[config.mk]
export PLATFORM = sky130hd
export DESIGN_NAME = pc_gen
export DESIGN_NICKNAME = d
export VERILOG_FILES = /design/src/rtl/pc_gen.sv
export SDC_FILE = /design/constraint.sdc
export NUM_CORES = 1
export LEC_CHECK = 0
export ABC_AREA = 1
export CORE_ASPECT_RATIO = 0.5
export CORE_UTILIZATION = 47
export DETAILED_ROUTE_END_ITERATION = 8
export GPL_TIMING_DRIVEN = 0
export PLACE_DENSITY = 0.82
export SETUP_SLACK_MARGIN = 0.2
export SLEW_MARGIN = 20
export SYNTH_ARGS = -nofsm -noshare
export SYNTH_HDL_FRONTEND = slang
export SYNTH_SLANG_ARGS = --single-unit
[constraint.sdc]
create_clock -name clk -period 4.35 [get_ports clk]
set_input_delay 0.435 -clock clk [delete_from_list [all_inputs] [get_ports clk]]
set_output_delay 0.435 -clock clk [all_outputs]
set_load 0.01 [all_outputs]
[src/rtl/pc_gen.sv]
// Program-counter generator for instruction fetch: BOOT/RUN/HALT FSM, priority redirect, 1-cycle update latency,
// fetch_addr held while fetch_valid & !fetch_ready. Optional trap entry (trap_valid/trap_vector/epc) under `PC_TRAP_EN.
module pc_gen #(
    parameter int unsigned     XLEN         = 32,
    parameter logic [XLEN-1:0] RESET_VECTOR = '0,
    parameter int unsigned     INSTR_BYTES  = 4,
    parameter int unsigned     BOOT_DELAY   = 2
) (
    input  logic            clk,
    input  logic            rst_n,
    input  logic            enable,
    input  logic            redirect_valid,
    input  logic [XLEN-1:0] redirect_addr,
    input  logic            halt_req,
    input  logic            resume_req,
`ifdef PC_TRAP_EN
    input  logic            trap_valid,
    input  logic [XLEN-1:0] trap_vector,
    output logic [XLEN-1:0] epc,
`endif
    input  logic            fetch_ready,
    output logic            fetch_valid,
    output logic [XLEN-1:0] fetch_addr,
    output logic [XLEN-1:0] next_seq_addr,
    output logic            misaligned_err,
    output logic            halted
);

    localparam logic [1:0] ST_BOOT = 2'd0;
    localparam logic [1:0] ST_RUN  = 2'd1;
    localparam logic [1:0] ST_HALT = 2'd2;

    localparam int unsigned     CW         = (BOOT_DELAY > 1) ? $clog2(BOOT_DELAY) : 1;
    localparam logic [XLEN-1:0] LOW_BITS   = XLEN'(INSTR_BYTES - 1);
    localparam logic [XLEN-1:0] ALIGN_MASK = ~LOW_BITS;
    localparam logic [XLEN-1:0] STEP       = XLEN'(INSTR_BYTES);

    logic [1:0]      state_q, state_d;
    logic [CW-1:0]   cnt_q, cnt_d;
    logic [XLEN-1:0] pc_q, pc_d;
    logic            mis_q, mis_d;
    logic            fire;
    logic            boot_done;

    assign fire          = fetch_valid & fetch_ready;
    assign boot_done     = (32'(cnt_q) + 32'd1) >= BOOT_DELAY;
    assign fetch_valid   = (state_q == ST_RUN) & enable;
    assign fetch_addr    = pc_q;
    assign next_seq_addr = pc_q + STEP;
    assign misaligned_err = mis_q;
    assign halted        = (state_q == ST_HALT);

`ifdef PC_TRAP_EN
    logic [XLEN-1:0] epc_q, epc_d;
    logic            trap_take;

    // Traps during BOOT are dropped; the PC is not yet meaningful.
    assign trap_take = trap_valid & (state_q != ST_BOOT);
    assign epc       = epc_q;
`endif

    always_comb begin
        state_d = state_q;
        cnt_d   = cnt_q;
        pc_d    = pc_q;
        mis_d   = 1'b0;
`ifdef PC_TRAP_EN
        epc_d   = epc_q;
`endif
        case (state_q)
            ST_BOOT: begin
                if (boot_done) state_d = ST_RUN;
                else           cnt_d   = cnt_q + CW'(1);
            end
            ST_RUN:  if (halt_req)   state_d = ST_HALT;
            ST_HALT: if (resume_req) state_d = ST_RUN;
            default: state_d = ST_BOOT;
        endcase

`ifdef PC_TRAP_EN
        if (trap_take) begin
            pc_d    = trap_vector & ALIGN_MASK;
            epc_d   = pc_q;
            state_d = ST_RUN;
        end else
`endif
        // A redirect kills any request accepted this cycle, so it overrides fire.
        if (redirect_valid) begin
            pc_d  = redirect_addr & ALIGN_MASK;
            mis_d = |(redirect_addr & LOW_BITS);
        end else if (fire) begin
            pc_d = pc_q + STEP;
        end
    end

    always_ff @(posedge clk or negedge rst_n) begin
        if (!rst_n) begin
            state_q <= ST_BOOT;
            cnt_q   <= '0;
            pc_q    <= RESET_VECTOR;
            mis_q   <= 1'b0;
`ifdef PC_TRAP_EN
            epc_q   <= '0;
`endif
        end else begin
            state_q <= state_d;
            cnt_q   <= cnt_d;
            pc_q    <= pc_d;
            mis_q   <= mis_d;
`ifdef PC_TRAP_EN
            epc_q   <= epc_d;
`endif
        end
    end

endmodule

Word-level counts from Yosys, hierarchy flattened --
Cells that the tools add are included.
Word-level totals: register bits after elaboration 36, latch bits 0, memory bits (writable) 0, ROM bits 0, bits of input ports 39, output and inout port bits 67, logic and storage cells 28, memories kept 0
Operators by class: add/sub/neg operators 3, $mul 0, div/mod/pow operators 0, order comparisons 1, equality and inequality tests 5, shifts and indexed selects 0, mux-type cells 7, bitwise logic cells 3, reduce and logical (&&, ||, !) cells 5
Operators with widths (count):
- 32-bit two-way mux | 2
- 32-bit by 3-bit adder with 32-bit output (second input constant) | 1
- 2-bit two-way mux | 3
- 2-bit != test (second input constant) | 3
- 2-bit one-hot mux with 3 select lines | 1
- 3-bit AND reduction | 1
- 1-bit by 1-bit adder with 2-bit output (second input constant) | 1
- 1-bit bitwise AND | 2
- 2-bit by 1-bit == test with 1-bit output (second input constant) | 1
- 2-bit == test (second input constant) | 1
- 2-bit greater-or-equal comparator (second input constant) | 1
- 2-bit zero test | 1
- 2-bit AND reduction | 1
- 2-bit nonzero test | 1
- 2-bit OR reduction | 1
- 1-bit adder (second input constant) | 1
- 1-bit two-way mux | 1
- 1-bit inverter | 1

Logic depth before layout (Yosys ltp) --
depth after elaboration 5, mapped depth 11, mapped depth without buffers 10

Worst setup path after synthesis --
OpenSTA, ideal clock, no wires.
path type register to output, from reg pc_q[3], in the netlist fetch_addr[3], to out next_seq_addr[22], data arrival time 1.419 ns, required time 3.915 ns, path slack 2.496 ns, cell stages (with the launch flop) 8, buffers on the path 0, path through dfrtp_1 ha_1 nand2_2 nor2_2 nand2_4 nor2_8 nand3_1 and2_1
Between the ends: word-level cells in the longest chain between the ends 1
RTL lines:
- start: declaration | line 40 | logic [XLEN-1:0] pc_q, pc_d;
- start signal: assignment | line 108 | pc_q <= pc_d;
- 32-bit by 3-bit adder with 32-bit output | line 49 | assign next_seq_addr = pc_q + STEP;
- end: declaration | line 24 | output logic [XLEN-1:0] next_seq_addr,
Every way passes these cells.

Worst setup path in the final report --
Ends and elaborated chain as after synthesis.

==> flow_metrics.tcl <==
set metrics [dict create \
    synthArstFlopShare_pct 100 \
    syn_to_final_growth_pct 47.7 \
    synthMuxAreaShare_pct 0 \
    finalClockSkew_ns 0.00484 \
    setup_viol 0 \
    synth_common_cells "nand2_1, inv_1, dfrtp_1, nor2_1, nand3_1" \
    final.setup.tns_ns 0 \
    cts_resized 0 \
    start_kind "flop" \
    ys_types 31 \
    vias 2770 \
    path_class "reg -> out" \
    synthFlopType "dfrtp_1" \
    synth-compound-area-share_pct 4.76 \
    relSlewSlack_pct 65.5 \
    cts_buffers 5 \
    synthAdderAreaFrac_pct 0.481 \
    place.gp.congestion 0.866 \
    syn_inst 396 \
    synth_top_cell_by_area "dfrtp_1" \
    grt_pass1_vias 2549 \
    wl_per_cell_um 12.8 \
    portBuffers 101 \
    required_ns 3.91 \
    die_area_sq_um 5860 \
    clock-sinks 34 \
    grt_pass1_wl_mm 12.0 \
    rsz0062_at_grt "no" \
    slew_viol_final 0 \
    fin_crit_ns 2.77 \
    cts_tree "yes" \
    synthDominantCellAreaShare_pct 32.7 \
    hpwlAfterDp_mm 5.76 \
    regArea_sq_um 851 \
    final.period_utilization_pct 63.6 \
    synth-simple-area-share_pct 43.9 \
    final_nets 548 \
    cts.htree.levels 2 \
    antenna_found_initial 0 \
    grt_use_total_pct 27.3 \
    power.density_nw_per_um2 351 \
    core_area_sq_um 5110 \
    synth_edf_count 0 \
    postRouteAntennaNets 0 \
    drv_cap 0 \
    clock_latency_ns 0.29 \
    ir_worst_vdd_mv 0.276 \
    clockBufferDepth 2 \
    viasPerCell 4.78 \
    drtIter0Drc 125 \
    synth.area.top_cells "dfrtp_1, nand2_1, inv_1" \
    p_total_uw 1350 \
    path_clk_slew_ns 0.08 \
    overflow 0 \
    postCtsSetupBuffers 0 \
    yosysMostFrequentCell "nand2_1" \
    clock.fmax_ghz 0.362 \
    yosysSeqAreaShare_pct 32.7 \
    status "completed" \
    end_kind "output pin" \
    grt_max_degree 23 \
    chipWidth_um 107 \
    syn_avg_cell_area_sq_um 6.57 \
    yosysWarningCount 0 \
    postCtsHoldBufs 0 \
    totalWireLength_mm 7.42 \
    hold_class "in -> async" \
    tightest_slew_ns 0.517 \
    multi_input_area_sq_um 1480 \
    cts-root-buf "clkbuf_8" \
    drt_pass1_iterations 4 \
    rows 18 \
    power_leakage_uw 0.00185 \
    io_pins 106 \
    syn-cell-area_sq_um 2600 \
    cp.arrival_ns 2.33 \
    synth_xor_area_share_pct 7.07 \
    nFillCells 438 \
    diodes 0 \
    ys_seq_elements 34 \
    drive_gt1_share_pct 10.4 \
    synth_top_family_by_area "simple AND/OR/NAND/NOR gates" \
    start_util_pct 50.9 \
    crit_fanout 5 \
    drc 0 \
    hold_viol_final 0 \
    die_h_um 54.6 \
]
-- worst paths after layout --
kind | to | startpoint | slack, ns | cells after the start
setup / recovery | next_seq_addr[22] | fetch_addr[3] | 1.58 | 9
hold / removal | state_q[1] | rst_n | 0.04 | 1
setup reg to reg | fetch_addr[24] | fetch_addr[3] | 2.68 | 10
hold reg to reg | cnt_q | cnt_q | 0.49 | 1
max in group asynchronous | fetch_addr[16] | rst_n | 3.89 | 2
min in group clk | cnt_q | cnt_q | 0.49 | 1
-- critical path, cell delays in order (launching register included) --
cell and delay, ns:
dfrtp_1 0.44, ha_1 0.28, nand2_2 0.08, nor2_2 0.15, nand2_4 0.13, nor2_8 0.17
nand2_1 0.06, nand2_1 0.06, and2_1 0.12, clkdlybuf4s50_1 0.54
-- flip-flops by register name, summed over array words and instances, names as in the netlist --
signal	flops
cnt_q	1
misaligned_err	1
fetch_addr	30
state_q	2
-- report_power, final --
| part | internal, uW | leakage, uW | switching (uW) |
|---|---|---|---|
| clock network | 160 | 0.0000575 | 126 |
| logic | 316 | 0.00138 | 283 |
| registers | 375 | 0.000410 | 87.6 |
-- logic make-up after synthesis --
logic type / after synthesis
AND/OR/NAND/NOR: 257
buffers and inverters: 67
flip-flops: 34
AO/OA/AOI/OAI: 21
XOR/XNOR: 15
adder cells (fa/ha/maj): 1
other: 1
-- metrics by stage --
stage          hold WS (ns)  cells  setup WS (ns)  area [sq um]  util [%]
6_report             0.0360    579           1.58          3840      75.2
5_1_grt              0.0492    579           1.44          3840      75.2
4_1_cts              0.0470    579           1.59          3840      75.2
3_5_place_dp          0.356    571           1.91          3730      73.1
3_3_place_gp          0.458    570           1.93          3710      72.6
2_1_floorplan         0.139    399           2.50          2610         -
-- cell type report --
| cell class | count | area share [%] |
|---|---|---|
| plain buffers | 11 | 1.92 |
| clock buffers | 8 | 2.86 |
| inverters | 56 | 5.47 |
| multi-input cells | 298 | 38.5 |
| flip-flops and latches | 34 | 22.1 |
| well taps | 70 | 2.28 |
| repair buffers | 102 | 26.9 |
-- cell usage in the layout (no fill, tap or decap), types with 4 or more instances in the layout --
cell and instances:
and2_1 6, buf_4 6, clkbuf_8 8, clkdlybuf4s50_1 100, conb_1 4, dfrtp_1 34
inv_1 54, nand2_1 171, nand2_2 6, nand3_1 21, nor2_1 32, nor2_2 4
nor2_4 9, o211ai_1 4, o21ai_0 13, xor2_1 6, xor2_2 7
-- routing by layer --
| metal | vias to the layer above | share of wire (%) | GRT usage [%] |
|---|---|---|---|
| met3 | 6 | 9.3 | 6.19 |
| li1 | 1413 | - | - |
| met5 | - | 0 | 0 |
| met2 | 107 | 44 | 44.2 |
| met4 | 0 | 0.98 | 7.08 |
| met1 | 1244 | 46 | 37.5 |
Power figures use the tool's default switching activity.
